## src/rtl/axi_burst_beat_sequencer_pkg.sv

```systemverilog
// Shared AXI burst encodings, field widths, FSM states and the beat address stepping function.
// Pure declarations: no latency, no flow control.
// Backpressure: not applicable.
package axi_burst_beat_sequencer_pkg;

    localparam int BW_AXI_ALEN   = 8;
    localparam int BW_AXI_ASIZE  = 3;
    localparam int BW_AXI_ABURST = 2;

    localparam logic [BW_AXI_ABURST-1:0] AXI_BURST_FIXED = 2'b00;
    localparam logic [BW_AXI_ABURST-1:0] AXI_BURST_INCR  = 2'b01;
    localparam logic [BW_AXI_ABURST-1:0] AXI_BURST_WRAP  = 2'b10;

    typedef enum logic {
        ST_IDLE   = 1'b0,
        ST_ACTIVE = 1'b1
    } state_t;

    function automatic int cmd_rec_width(input int bw_id, input int bw_addr);
        return bw_id + bw_addr + BW_AXI_ALEN + BW_AXI_ASIZE + BW_AXI_ABURST;
    endfunction

    // Computed at 64 bits; callers truncate to their address width, giving INCR its modulo wrap.
    function automatic logic [63:0] next_beat_addr(
        input logic [63:0]              cur,
        input logic [BW_AXI_ALEN-1:0]   len,
        input logic [BW_AXI_ASIZE-1:0]  size,
        input logic [BW_AXI_ABURST-1:0] burst
    );
        logic [63:0] bytes;
        logic [63:0] mask;
        bytes = 64'd1 << size;
        mask  = ((64'(len) + 64'd1) << size) - 64'd1;
        case (burst)
            AXI_BURST_FIXED: next_beat_addr = cur;
            AXI_BURST_WRAP:  next_beat_addr = (cur & ~mask) | ((cur + bytes) & mask);
            default:         next_beat_addr = (cur & ~(bytes - 64'd1)) + bytes;
        endcase
    endfunction

endpackage

```

## src/rtl/axi_burst_beat_sequencer_if.sv

```systemverilog
// Command-in / beat-out bundle of the burst beat sequencer; slave = sequencer side.
// No logic, no latency.
// Backpressure: cmd_valid/cmd_ready and beat_valid/beat_ready handshakes.
interface axi_burst_beat_sequencer_if
    import axi_burst_beat_sequencer_pkg::*;
#(
    parameter int BW_ADDR = 32,
    parameter int BW_DATA = 64,
    parameter int BW_ID   = 4
);
    logic                     cmd_valid;
    logic                     cmd_ready;
    logic [BW_ID-1:0]         cmd_id;
    logic [BW_ADDR-1:0]       cmd_addr;
    logic [BW_AXI_ALEN-1:0]   cmd_len;
    logic [BW_AXI_ASIZE-1:0]  cmd_size;
    logic [BW_AXI_ABURST-1:0] cmd_burst;
    logic                     beat_valid;
    logic                     beat_ready;
    logic [BW_ID-1:0]         beat_id;
    logic [BW_ADDR-1:0]       beat_addr;
    logic [BW_AXI_ALEN-1:0]   beat_index;
    logic                     beat_last;
    logic [BW_DATA/8-1:0]     beat_strb;
    logic                     busy;
    logic                     cmd_err;

    modport master (
        output cmd_valid, cmd_id, cmd_addr, cmd_len, cmd_size, cmd_burst, beat_ready,
        input  cmd_ready, beat_valid, beat_id, beat_addr, beat_index, beat_last, beat_strb,
               busy, cmd_err
    );

    modport slave (
        input  cmd_valid, cmd_id, cmd_addr, cmd_len, cmd_size, cmd_burst, beat_ready,
        output cmd_ready, beat_valid, beat_id, beat_addr, beat_index, beat_last, beat_strb,
               busy, cmd_err
    );
endinterface

```

## src/rtl/axi_burst_cmd_fifo.sv

```systemverilog
// Small command FIFO with registered occupancy count and full/empty flags.
// Latency: a pushed entry is visible at pop_dat the cycle after the push.
// Backpressure: push ignored when full, pop ignored when empty; full ignores a same-cycle pop.
module axi_burst_cmd_fifo #(
    parameter int WIDTH = 8,
    parameter int DEPTH = 2
) (
    input  logic             clk,
    input  logic             rstnn,
    input  logic             push,
    input  logic [WIDTH-1:0] push_dat,
    input  logic             pop,
    output logic [WIDTH-1:0] pop_dat,
    output logic             full,
    output logic             empty
);
    localparam int AW = (DEPTH > 1) ? $clog2(DEPTH) : 1;
    localparam int CW = $clog2(DEPTH + 1);

    logic [WIDTH-1:0] mem [2**AW];
    logic [AW-1:0]    wr_ptr;
    logic [AW-1:0]    rd_ptr;
    logic [CW-1:0]    count;
    logic             wr_ok;
    logic             rd_ok;

    function automatic logic [AW-1:0] ptr_inc(input logic [AW-1:0] p);
        return (p == AW'(DEPTH - 1)) ? '0 : p + AW'(1);
    endfunction

    assign full    = (count == CW'(DEPTH));
    assign empty   = (count == '0);
    assign wr_ok   = push && !full;
    assign rd_ok   = pop && !empty;
    assign pop_dat = mem[rd_ptr];

    always_ff @(posedge clk or negedge rstnn) begin
        if (!rstnn) begin
            wr_ptr <= '0;
            rd_ptr <= '0;
            count  <= '0;
        end else begin
            if (wr_ok) wr_ptr <= ptr_inc(wr_ptr);
            if (rd_ok) rd_ptr <= ptr_inc(rd_ptr);
            count <= count + CW'(wr_ok) - CW'(rd_ok);
        end
    end

    always_ff @(posedge clk) begin
        if (wr_ok) mem[wr_ptr] <= push_dat;
    end
endmodule

```

## src/rtl/axi_burst_beat_sequencer.sv

```systemverilog
// Burst-to-beat sequencer: queues AXI burst commands, emits one addressed beat per handshake.
// Latency: first beat valid the cycle after acceptance; back-to-back bursts without a bubble.
// Backpressure: beats held while beat_ready low; cmd_ready low when FIFO full. Option macro: AXI_BEAT_STRB_EN.
module axi_burst_beat_sequencer
    import axi_burst_beat_sequencer_pkg::*;
#(
    parameter int BW_ADDR   = 32,
    parameter int BW_DATA   = 64,
    parameter int BW_ID     = 4,
    parameter int CMD_DEPTH = 2
) (
    input logic                       clk,
    input logic                       rstnn,
    axi_burst_beat_sequencer_if.slave bus
);
    localparam int B     = BW_DATA / 8;
    localparam int REC_W = cmd_rec_width(BW_ID, BW_ADDR);
    localparam logic [BW_AXI_ASIZE-1:0] SIZE_MAX = BW_AXI_ASIZE'($clog2(B));

    typedef struct packed {
        logic [BW_ID-1:0]         id;
        logic [BW_ADDR-1:0]       addr;
        logic [BW_AXI_ALEN-1:0]   len;
        logic [BW_AXI_ASIZE-1:0]  size;
        logic [BW_AXI_ABURST-1:0] burst;
    } cmd_t;

    state_t                   state, state_nxt;
    cmd_t                     cmd_in, head, src;
    logic                     bad_burst, bad_size, cmd_push;
    logic                     fifo_full, fifo_empty, fifo_push, fifo_pop;
    logic                     load, beat_hs, advance;
    logic [BW_ID-1:0]         id_q;
    logic [BW_ADDR-1:0]       addr_q, addr_nxt;
    logic [BW_AXI_ALEN-1:0]   idx_q, len_q;
    logic [BW_AXI_ASIZE-1:0]  size_q;
    logic [BW_AXI_ABURST-1:0] burst_q;
    logic                     last_q, err_q;

    // Illegal bursts and oversize beats are repaired before queueing, so the datapath never sees them.
    always_comb begin
        cmd_in    = '{id: bus.cmd_id, addr: bus.cmd_addr, len: bus.cmd_len,
                      size: bus.cmd_size, burst: bus.cmd_burst};
        bad_burst = (bus.cmd_burst == 2'b11) ||
                    ((bus.cmd_burst == AXI_BURST_WRAP) &&
                     !(bus.cmd_len inside {8'd1, 8'd3, 8'd7, 8'd15}));
        bad_size  = (bus.cmd_size > SIZE_MAX);
        if (bad_burst) cmd_in.burst = AXI_BURST_INCR;
        if (bad_size)  cmd_in.size  = SIZE_MAX;
    end

    assign cmd_push  = bus.cmd_valid && !fifo_full;
    assign beat_hs   = (state == ST_ACTIVE) && bus.beat_ready;
    assign advance   = beat_hs && !last_q;
    // An empty FIFO with a same-cycle push feeds the beat registers directly.
    assign src       = fifo_empty ? cmd_in : head;
    assign fifo_pop  = load && !fifo_empty;
    assign fifo_push = cmd_push && !(load && fifo_empty);
    assign addr_nxt  = BW_ADDR'(next_beat_addr(64'(addr_q), len_q, size_q, burst_q));

    axi_burst_cmd_fifo #(
        .WIDTH (REC_W),
        .DEPTH (CMD_DEPTH)
    ) u_cmd_fifo (
        .clk      (clk),
        .rstnn    (rstnn),
        .push     (fifo_push),
        .push_dat (cmd_in),
        .pop      (fifo_pop),
        .pop_dat  (head),
        .full     (fifo_full),
        .empty    (fifo_empty)
    );

    always_ff @(posedge clk or negedge rstnn) begin
        if (!rstnn) state <= ST_IDLE;
        else        state <= state_nxt;
    end

    always_comb begin
        state_nxt = state;
        load      = 1'b0;
        case (state)
            ST_IDLE: begin
                if (!fifo_empty || cmd_push) begin
                    load      = 1'b1;
                    state_nxt = ST_ACTIVE;
                end
            end
            ST_ACTIVE: begin
                if (beat_hs && last_q) begin
                    if (!fifo_empty || cmd_push) load = 1'b1;
                    else                         state_nxt = ST_IDLE;
                end
            end
            default: state_nxt = ST_IDLE;
        endcase
    end

    always_ff @(posedge clk or negedge rstnn) begin
        if (!rstnn) begin
            id_q    <= '0;
            addr_q  <= '0;
            idx_q   <= '0;
            len_q   <= '0;
            size_q  <= '0;
            burst_q <= '0;
            last_q  <= 1'b0;
            err_q   <= 1'b0;
        end else begin
            err_q <= cmd_push && (bad_burst || bad_size);
            if (load) begin
                id_q    <= src.id;
                addr_q  <= src.addr;
                idx_q   <= '0;
                len_q   <= src.len;
                size_q  <= src.size;
                burst_q <= src.burst;
                last_q  <= (src.len == '0);
            end else if (advance) begin
                addr_q <= addr_nxt;
                idx_q  <= idx_q + 8'd1;
                last_q <= ((idx_q + 8'd1) == len_q);
            end
        end
    end

`ifdef AXI_BEAT_STRB_EN
    function automatic logic [B-1:0] lane_mask(input logic [BW_ADDR-1:0] a,
                                               input logic [BW_AXI_ASIZE-1:0] sz);
        logic [BW_ADDR-1:0] lo;
        logic [BW_ADDR-1:0] hi;
        lo = a & BW_ADDR'(B - 1);
        hi = (a | ((BW_ADDR'(1) << sz) - BW_ADDR'(1))) & BW_ADDR'(B - 1);
        for (int i = 0; i < B; i++) lane_mask[i] = (BW_ADDR'(i) >= lo) && (BW_ADDR'(i) <= hi);
    endfunction

    logic [B-1:0] strb_q;

    always_ff @(posedge clk or negedge rstnn) begin
        if (!rstnn)       strb_q <= '0;
        else if (load)    strb_q <= lane_mask(src.addr, src.size);
        else if (advance) strb_q <= lane_mask(addr_nxt, size_q);
    end

    assign bus.beat_strb = strb_q;
`else
    assign bus.beat_strb = '1;
`endif

    assign bus.cmd_ready  = !fifo_full;
    assign bus.beat_valid = (state == ST_ACTIVE);
    assign bus.beat_id    = id_q;
    assign bus.beat_addr  = addr_q;
    assign bus.beat_index = idx_q;
    assign bus.beat_last  = last_q;
    assign bus.busy       = (state == ST_ACTIVE) || !fifo_empty;
    assign bus.cmd_err    = err_q;
endmodule

```

## src/flat_wrapper.sv

```systemverilog
// flat-port wrapper written by rule: the top's interface ports become plain ports
module axi_burst_beat_sequencer_flat import axi_burst_beat_sequencer_pkg::*;
#(
    parameter int BW_ADDR   = 32,
    parameter int BW_DATA   = 64,
    parameter int BW_ID     = 4,
    parameter int CMD_DEPTH = 2
)
  (clk, rstnn, bus_cmd_valid, bus_cmd_id, bus_cmd_addr, bus_cmd_len, bus_cmd_size, bus_cmd_burst, bus_beat_ready, bus_cmd_ready, bus_beat_valid, bus_beat_id, bus_beat_addr, bus_beat_index, bus_beat_last, bus_beat_strb, bus_busy, bus_cmd_err);
  axi_burst_beat_sequencer_if #(.BW_ADDR(BW_ADDR), .BW_DATA(BW_DATA), .BW_ID(BW_ID)) bus_i ();
  input logic clk;
  input logic rstnn;
  input wire logic [$bits(bus_i.cmd_valid)-1:0] bus_cmd_valid;
  input wire logic [$bits(bus_i.cmd_id)-1:0] bus_cmd_id;
  input wire logic [$bits(bus_i.cmd_addr)-1:0] bus_cmd_addr;
  input wire logic [$bits(bus_i.cmd_len)-1:0] bus_cmd_len;
  input wire logic [$bits(bus_i.cmd_size)-1:0] bus_cmd_size;
  input wire logic [$bits(bus_i.cmd_burst)-1:0] bus_cmd_burst;
  input wire logic [$bits(bus_i.beat_ready)-1:0] bus_beat_ready;
  output wire logic [$bits(bus_i.cmd_ready)-1:0] bus_cmd_ready;
  output wire logic [$bits(bus_i.beat_valid)-1:0] bus_beat_valid;
  output wire logic [$bits(bus_i.beat_id)-1:0] bus_beat_id;
  output wire logic [$bits(bus_i.beat_addr)-1:0] bus_beat_addr;
  output wire logic [$bits(bus_i.beat_index)-1:0] bus_beat_index;
  output wire logic [$bits(bus_i.beat_last)-1:0] bus_beat_last;
  output wire logic [$bits(bus_i.beat_strb)-1:0] bus_beat_strb;
  output wire logic [$bits(bus_i.busy)-1:0] bus_busy;
  output wire logic [$bits(bus_i.cmd_err)-1:0] bus_cmd_err;
  assign bus_i.cmd_valid = bus_cmd_valid;
  assign bus_i.cmd_id = bus_cmd_id;
  assign bus_i.cmd_addr = bus_cmd_addr;
  assign bus_i.cmd_len = bus_cmd_len;
  assign bus_i.cmd_size = bus_cmd_size;
  assign bus_i.cmd_burst = bus_cmd_burst;
  assign bus_i.beat_ready = bus_beat_ready;
  assign bus_cmd_ready = bus_i.cmd_ready;
  assign bus_beat_valid = bus_i.beat_valid;
  assign bus_beat_id = bus_i.beat_id;
  assign bus_beat_addr = bus_i.beat_addr;
  assign bus_beat_index = bus_i.beat_index;
  assign bus_beat_last = bus_i.beat_last;
  assign bus_beat_strb = bus_i.beat_strb;
  assign bus_busy = bus_i.busy;
  assign bus_cmd_err = bus_i.cmd_err;
  axi_burst_beat_sequencer #(.BW_ADDR(BW_ADDR), .BW_DATA(BW_DATA), .BW_ID(BW_ID), .CMD_DEPTH(CMD_DEPTH)) u_core (.clk(clk), .rstnn(rstnn), .bus(bus_i));
endmodule
```

## config.mk

```make
export PLATFORM = sky130hd
export DESIGN_NAME = axi_burst_beat_sequencer_flat
export DESIGN_NICKNAME = d
export VERILOG_FILES = /design/src/rtl/axi_burst_beat_sequencer_pkg.sv /design/src/rtl/axi_burst_beat_sequencer_if.sv /design/src/rtl/axi_burst_cmd_fifo.sv /design/src/rtl/axi_burst_beat_sequencer.sv /design/src/flat_wrapper.sv
export SDC_FILE = /design/constraint.sdc
export NUM_CORES = 1
export LEC_CHECK = 0
export ABC_AREA = 0
export BUFFER_PORTS_ARGS = -buffer_cell sky130_fd_sc_hd__buf_2
export CAP_MARGIN = 20
export CORE_MARGIN = 2
export CORE_UTILIZATION = 62
export CTS_BUF_LIST = sky130_fd_sc_hd__clkbuf_4 sky130_fd_sc_hd__clkbuf_8
export CTS_CLUSTER_SIZE = 14
export DETAILED_ROUTE_END_ITERATION = 10
export PLACE_DENSITY = 0.83
export SLEW_MARGIN = 5
export SYNTH_ARGS = -nofsm -noshare
export SYNTH_HDL_FRONTEND = slang
export SYNTH_HIERARCHICAL = 1
export SYNTH_SLANG_ARGS = --single-unit
```

## constraint.sdc

```tcl
create_clock -name clk -period 4.8 [get_ports clk]
set_input_delay 0 -clock clk [delete_from_list [all_inputs] [get_ports clk]]
set_output_delay 0 -clock clk [all_outputs]
set_load 0.1 [all_outputs]
```

# Yosys cells after proc, flatten, opt, wreduce, memory -nomap -nowiden
# Memory sizes are Yosys's and may differ from the RTL's.
# Cells that the tools add are included.
word_totals:
  mem_bits_rw: 98
  in_bits: 53
  ff_bits: 64
  n_memories: 1
op_classes:
  muxes: 19
  eq_ne: 10
  reduce_logical: 26
  n_shift: 2
  n_bitwise: 7
  n_addsub: 10
  n_lt_le_gt_ge: 1
mem_list:
  columns: ["memory", "words", "width", "read_ports", "rd_ports_with_merged_regs", "write_ports", "line", "source"]
  rows:
  - ["u_core.u_cmd_fifo.mem", 2, 49, 1, 0, 1, "axi_burst_cmd_fifo.sv:20", "logic [WIDTH-1:0] mem [2**AW];"]
op_table:
  columns: ["cell", "n"]
  rows:
  - ["$and 32x32->32", 3]
  - ["$add 32x32->32", 2]
  - ["$mux 32", 2]
  - ["$not 32->32", 2]
  - ["$pmux 32 s2", 1]
  - ["$shl 64x3->32", 1]
  - ["$sub 32x1->32 const B", 2]
  - ["$mux 49", 1]
  - ["$or 32x32->32", 1]
  - ["$shl 1x3->32 const A", 1]
  - ["$mux 8", 2]
  - ["$logic_and 1x1->1", 11]
  - ["$add 8x1->9 const B", 1]
  - ["$mux 1", 9]
  - ["$add 8x1->8 const B", 1]
  - ["$eq 2x2->1 const B", 4]
  - ["$eq 8x1->1 const B", 1]
  - ["$eq 8x2->1 const B", 1]
  - ["$eq 8x3->1 const B", 1]
  - ["$eq 8x4->1 const B", 1]
  - ["$eq 8x8->1", 1]
  - ["$logic_not 8->1", 1]
  - ["$logic_not 1->1", 5]
  - ["$logic_not 2->1", 2]
  - ["other kinds (13)", 18]

# Depth between registers and ports, before layout
# Gate-level depths: netlist of run 1.
depth:
  word_depth: 13
  ltp_mapped: 18

# By module
# Netlist of run 1, hierarchy kept.
by_module_without_submodules:
  columns: ["mod", "area_per_inst_um2", "n_inst", "cells_each"]
  rows:
  - ["axi_burst_beat_sequencer", 7161.9, 1, 952]
  - ["axi_burst_cmd_fifo", 3990.1, 1, 171]

# Least setup slack after synthesis of run 1
# OpenSTA, ideal clock, no wires.
synth_path:
  path_kind: "reg2reg"
  start: "register u_core.state, in the netlist u_core/bus.beat_valid"
  end: "memory u_core/u_cmd_fifo/mem[0][0] (netlist name) (enable)"
  arrival_time_ps: 4136
  period_less_slack_ps: 4592
  path_stages_with_launch: 8
  setup_slack_ps: 208
  path_cell_list: "dfrtp_1 > nand2_1 > and3_1 > clkbuf_1 > clkbuf_1 > nor2_1 > nand2_1 > nor2_1"
synth_between:
  elab_chain_cells: 10
  elab_cells_between_ends: 11
  classes_between: "mux (4); bitwise (1); reduce/logical (6)"
synth_lines:
  columns: ["element", "line", "source"]
  rows:
  - ["start, declared", "axi_burst_beat_sequencer.sv:28", "state_t state, state_nxt;"]
  - ["start signal, assigned", "axi_burst_beat_sequencer.sv:77", "else state <= state_nxt;"]
  - ["$logic_and 1x1->1", "axi_burst_beat_sequencer.sv:53", "assign beat_hs = (state == ST_ACTIVE) && bus.beat_ready;"]
  - ["$logic_and 1x1->1", "axi_burst_beat_sequencer.sv:91", "if (beat_hs && last_q) begin"]
  - ["$mux 1", "axi_burst_beat_sequencer.sv:91", null]
  - ["$pmux 1 s2 *", "axi_burst_beat_sequencer.sv:83", "case (state)"]
  - ["$logic_and 1x1->1 *", "axi_burst_beat_sequencer.sv:58", "assign fifo_push = cmd_push && !(load && fifo_empty);"]
  - ["$logic_not 1->1 *", "axi_burst_beat_sequencer.sv:58", null]
  - ["$logic_and 1x1->1 *", "axi_burst_beat_sequencer.sv:58", null]
  - ["net u_core.fifo_push", "axi_burst_beat_sequencer.sv:31", "logic fifo_full, fifo_empty, fifo_push, fifo_pop;"]
  - ["$logic_and 1x1->1 *", "axi_burst_cmd_fifo.sv:33", "assign wr_ok = push && !full;"]
  - ["$mux 1 *", "axi_burst_cmd_fifo.sv:50", "if (wr_ok) mem[wr_ptr] <= push_dat;"]
  - ["$mux 1 (implied by the code) *", "axi_burst_cmd_fifo.sv:50", null]
  - ["end, declared", "axi_burst_cmd_fifo.sv:20", null]
# The timed path passes the listed nets; every way through them passes the cells marked *.

==> metrics.txt, run 1 <==
H-tree Lvls=4; R2R setup slack=roughly 560 ps; commonest non-fill, non-tap cell in the layout=buf_2; Critical Path RT=between 5000 and 6000 ps; min Tclk post-route=~4200 ps; async set or reset register ratio after synthesis=39.51%; Final Max Tran Viols=0; die width=between 100 and 150 um; CTS clk-pin slew, worst paths=about 100 ps; Post-synth EDFFs=98; Detailed Route WL=between 30 and 40 mm; Final period util=around nine tenths; mean routed wirelength per cell=22.58 um; post-route setup TNS=0 ps; TritonCTS Buffers=17; final setup vio count=0; CP Capture Type=register; hold-critical path endpoint=u_core/bus.beat_valid; CTS tree=done; Placed Cells=1409; FP Rows=49; Seq/Total Area, Yosys=40.75%; detailed placement HPWL=around 22 mm; Boundary Pins=between 100 and 150; syn_area_per_cell=between 9 and 10 sq um; initial DRC count=around 1300; Post-Synthesis Cell Area=around 0.011 sq mm; Die ar.=about 0.019 sq mm; # port buffers=approximately 100; CP max FO=10; via/cell ratio=6.679; Slew HR=37.51%; most frequent cells in the layout=buf_2, edfxtp_1, nor2_1, nand2_1, a21oi_1; height of the die=roughly 140 um; wire length of the first global-routing pass=around 53 mm; Synth cell types=99; fillers=roughly 1300; footprint of the multi-input gates=just over 0.006 sq mm; post-CTS setup buffer count=0; status=finished clean; Hold Path Depth=3; HP Class=in2reg; Max Clock Freq=between 0.2 and 0.25 GHz; register area=0.004546 sq mm; Worst-Margin Slew=937.4 ps; Core Util, Final=about 71%; GP Congestion=between 0.9 and 1; CTS resizes=0; CP Class=reg2reg; Finished Layout Cells=roughly 1500; largest net degree at the start of global routing=65; initial core utilization=62.72%; RSZ-0062 raised after global routing=false; clk_skew=around 17 ps; # Max-Cap Violations=0; initial antenna violation count=1; number of remaining DRC errors=0; Antenna Nets Post-Route=0; Core Area=~0.018 sq mm; nature of the critical path startpoint=register; share of cells above drive strength 1=between 10% and 20%; post-synthesis sequential element count=~160; Layout area overhead=13.46%; router iterations before antenna repair=6; root buf cell=clkbuf_8; R2R Path Start=u_core/len_q[1]; Post-synth top flop=edfxtp_1; Global Route Usage Sum=34.97%; DR vias=between 9000 and 10000; gr ovfl total=0; Arr. time, crit path=between 4000 and 5000 ps; Final Hold Vio Count=0; Final nets=between 1000 and 1500; Worst-Skew Late Latency=between 400 and 500 ps; YS warnings=6; Hold Path Origin=bus_cmd_valid; worst r2r path cells=13; Clock Path Buffers=2; clock sinks=162; number of global-route vias before repair=approximately 9500; Syn Inst Count=between 1000 and 1500
[layer usage]
metal	GRT usage (%)	share of wire, %	vias up
met5	0	0	-
met3	7.447	10	80
met1	48.89	41	4810
met4	9.989	2.1	0
li1	-	-	4485
met2	55.63	47	604
[per-stage QoR]
stage          setup slack (ps)  cell area (sq um)  hold WS [ps]
3_5_place_dp              685.1              11720         213.2
3_3_place_gp              796.8              11720         201.3
4_1_cts                   651.2              12650         117.7
6_report                  560.3              12650         158.4
5_1_grt                   312.3              12650         173.3
2_1_floorplan             208.3              11180        -295.6
[cell families (layout without fill, tap and decap cells)]
kind of cell	count (synthesis)	in the layout	synth area share (%)
compound gates	331	331	21.29
flops	162	162	40.75
fa+ha+maj	21	21	2.423
other cells	2	11	0.06734
xor+xnor	64	64	5.161
simple gates	364	364	16.78
mux	65	65	8.044
buf+inv	114	247	5.475
[critical path: stages (launching register included)]
cell and delay [ps]:
dfrtp_1 520, ha_1 520, xor2_2 250, and2_1 250
a221oi_4 360, a21boi_1 360, and3_4 260, nand4_4 230
nor3_1 270, ha_1 280, or3_1 410, o211ai_1 210
a31oi_1 70, o22ai_1 170
[layout make-up]
type,count,area share (%)
diodes,1,0.01978
clock buffers,17,1.849
clock inverters,15,1.434
inverters,36,1.068
multi-input cells,855,47.79
flip-flops and latches,162,35.92
well taps,229,2.264
repair buffers,179,9.651
[how the worst max path moves through the flow]
stage,from,to,slack (ps),cells after the start
after global routing,u_core/len_q[1],register,310,13
final,u_core/len_q[1],register,560,13
after CTS,u_core/len_q[1],register,650,13
after global placement,u_core/len_q[1],register,800,13
after detailed placement,u_core/len_q[1],register,690,13
after floorplan,u_core/bus.beat_valid,u_core/u_cmd_fifo/mem[0][0],210,7
[what timing repair did]
action,4_1_cts,5_1_grt
hold buffers,52,0
setup endpoints to repair,0,0
endpoints found under the hold margin,184,0
[synthesized netlist by cell type, types with 20 or more instances]
cell type / n / area, sq um
edfxtp_1: 98 / 2943
inv_1: 34 / 127.6
nor2_1: 95 / 356.6
mux2_4: 49 / 735.7
xor2_1: 22 / 192.7
nor3_1: 25 / 125.1
nand3_1: 46 / 230.2
a21oi_1: 65 / 325.3
o22ai_1: 25 / 156.4
nand2_1: 73 / 274.0
dfrtp_1: 64 / 1602
clkbuf_1: 40 / 150.1
ha_1: 20 / 250.2
xnor2_1: 40 / 350.3
o21ai_0: 60 / 300.3
Power of run 1 is left out: the tool's default activity adds up to more than one toggle a clock period on the data nets, which glitch-free logic cannot reach.
==> run 2: changes to the inputs <==
--- a/config.mk
+++ b/config.mk
@@ -9,11 +9,10 @@
 export BUFFER_PORTS_ARGS = -buffer_cell sky130_fd_sc_hd__buf_2
 export CAP_MARGIN = 20
 export CORE_MARGIN = 2
-export CORE_UTILIZATION = 62
+export CORE_UTILIZATION = 40
 export CTS_BUF_LIST = sky130_fd_sc_hd__clkbuf_4 sky130_fd_sc_hd__clkbuf_8
 export CTS_CLUSTER_SIZE = 14
 export DETAILED_ROUTE_END_ITERATION = 10
-export PLACE_DENSITY = 0.83
 export SLEW_MARGIN = 5
 export SYNTH_ARGS = -nofsm -noshare
 export SYNTH_HDL_FRONTEND = slang
==> run 2 against run 1 <==
  * Utilization shrank 25 points
  * Final cell count up 10%
  * Hold slack better by 18 ps
  * Critical path type unchanged
  * Highest routed layer unchanged
==> metrics.txt, run 2 (same netlist as run 1, synthesis figures left out) <==
critical path, cell by cell=ha_1 > xor2_2 > and2_1 > a221oi_4 > a21boi_1 > and3_4 > nand4_4 > nor3_1 > ha_1 > or3_1 > o211ai_1 > a31oi_1 > o22ai_1; critical path depth=13; Hold Path Origin=bus_cmd_valid; Worst-Margin Slew=roughly 950 ps; root buf cell=clkbuf_8; post-route setup TNS=0 ps; # port buffers=a little over 100; Boundary Pins=between 100 and 150; layer with the highest usage=met2; Max Clock Freq=approximately 0.23 GHz; RSZ-0062 raised after global routing=false; Detailed Route WL=33.26 mm; Global Route Usage Sum=about 23%; router iterations before antenna repair=6; clock sinks=about 160; Core Area=about 0.028 sq mm; clk_skew=approximately 16 ps; via/cell ratio=a little under 6; worst r2r path cells=13; DR vias=roughly 9600; Clock Path Buffers=2; Layout area overhead=15.10%; CP Capture Type=register; height of the die=between 150 and 200 um; Die ar.=0.02923 sq mm; CP Class=reg2reg; min Tclk post-route=approximately 4400 ps; FP Rows=61; CP most frequent cell=ha_1; status=finished clean; met2 Resource Use GR=between 30% and 40%; largest net degree at the start of global routing=65; Hold Path Depth=3; H-tree Lvls=4; gr ovfl total=0; crit path max-delay cell type=dfrtp_1; detailed placement HPWL=~24 mm; CTS clk-pin slew, worst paths=around 90 ps; most frequent cells in the layout=buf_2, edfxtp_1, nor2_1, nand2_1, a21oi_1; Final Max Tran Viols=0; Worst-Skew Late Latency=470 ps; met3 global-route usage=~3.3%; maximum vdd drop=about 0.5 mV; TritonCTS Buffers=17; initial DRC count=approximately 840; # Max-Cap Violations=0; commonest non-fill, non-tap cell in the layout=buf_2; Final period util=about nine tenths; post-CTS setup buffer count=0; Slew HR=approximately 36%; Slowest Stage Delay on Critical Path=530 ps; Antenna Nets Post-Route=0; CTS tree=done; number of global-route vias before repair=9200; CP top delay family=simple AND/OR/NAND/NOR gates; crit path launch=u_core/len_q[1]; Antenna Cells=0; initial antenna violation count=0; number of remaining DRC errors=0; met1 usage in global routing=approximately a third; HP Class=in2reg; die width=~170 um; GP Congestion=about 0.88; Arr. time, crit path=4770 ps; mean routed wirelength per cell=around 20 um; P per Cell Area=slightly below 800 mW/mm^2; initial core utilization=between 40% and 50%; Final Hold Vio Count=0; Core Util, Final=a little under half; R2R Path Start=u_core/len_q[1]; Lkg Pwr=between 4 and 5 nW; Final nets=~1300; Critical Path RT=between 5000 and 6000 ps; wire length of the first global-routing pass=a little over 50 mm; nature of the critical path startpoint=register; CP max FO=10; final setup vio count=0; share of cells above drive strength 1=between 20% and 30%; Worst Path Buf+Inv=0
run 2: cell count changes in the layout (fill, tap and decap cells not counted), moves of 2 or more:
| cell | change |
|---|---|
| bufinv_16 | +2 |
| clkbuf_4 | +2 |
| clkinv_2 | +5 |
| clkinv_8 | -2 |
| inv_8 | -6 |
run 2: metal layers:
layer | vias to the layer above | wire [um]
met2 | 354 | 15000
met4 | 0 | 770
li1 | 4481 | -
met1 | 4709 | 15390
met5 | - | 0
met3 | 59 | 2096
run 2: final cells by class:
cell class | count | area [sq um]
timing repair buffer | 180 | 1229
multi-input combinational | 855 | 6047
tap | 378 | 473.0
fill | 2698 | 14790
inverter | 36 | 135.1
clock buffer | 19 | 249.0
clock inverter | 13 | 157.7
sequential | 162 | 4546
run 2: worst paths after layout:
kind | end | slack (ps)
setup reg to reg | register | 420
setup / recovery | register | 420
hold reg to reg | u_core/burst_q[0] | 540
min in group asynchronous | u_core/bus.cmd_err | 270
hold / removal | u_core/bus.cmd_err | 180
max in group asynchronous | u_core/u_cmd_fifo/rd_ptr | 3860
run 2: metrics by stage:
step | cell area, sq um | setup WS (ps) | hold slack, ps | power, mW | std cells
2_1_floorplan | 11180 | 208.3 | -295.6 | 7.552 | 1131
6_report | 12840 | 416.9 | 176.6 | 10.15 | 1643
3_5_place_dp | 11910 | 518.6 | 210.6 | 8.988 | 1559
4_1_cts | 12840 | 467.8 | 163.6 | 10.10 | 1643
3_3_place_gp | 11910 | 631.8 | 210.2 | 8.937 | 1559
5_1_grt | 12840 | 47.32 | 185.7 | 10.77 | 1643
run 2: where the power goes:
group | internal, mW | switching, mW | total [mW]
sequential | 1.94 | 0.576 | 2.52
clock | 0.527 | 0.529 | 1.06
combinational | 2.17 | 4.41 | 6.58
total | 4.64 | 5.52 | 10.2
run 2: worst register-to-register path, stage by stage, from the launching register on:
cell	delay (ps)
dfrtp_1	530
ha_1	520
xor2_2	230
and2_1	240
a221oi_4	400
a21boi_1	410
and3_4	280
nand4_4	230
nor3_1	380
ha_1	300
or3_1	390
o211ai_1	180
a31oi_1	60
o22ai_1	150
run 2: what timing repair did:
item | in CTS | in global routing
hold buffers | 52 | 0
hold endpoints to repair | 185 | 0
endpoints found under the setup margin | 0 | 0
resized for setup | 0 | 0
Note: power is estimated with default switching activity, not from simulation.
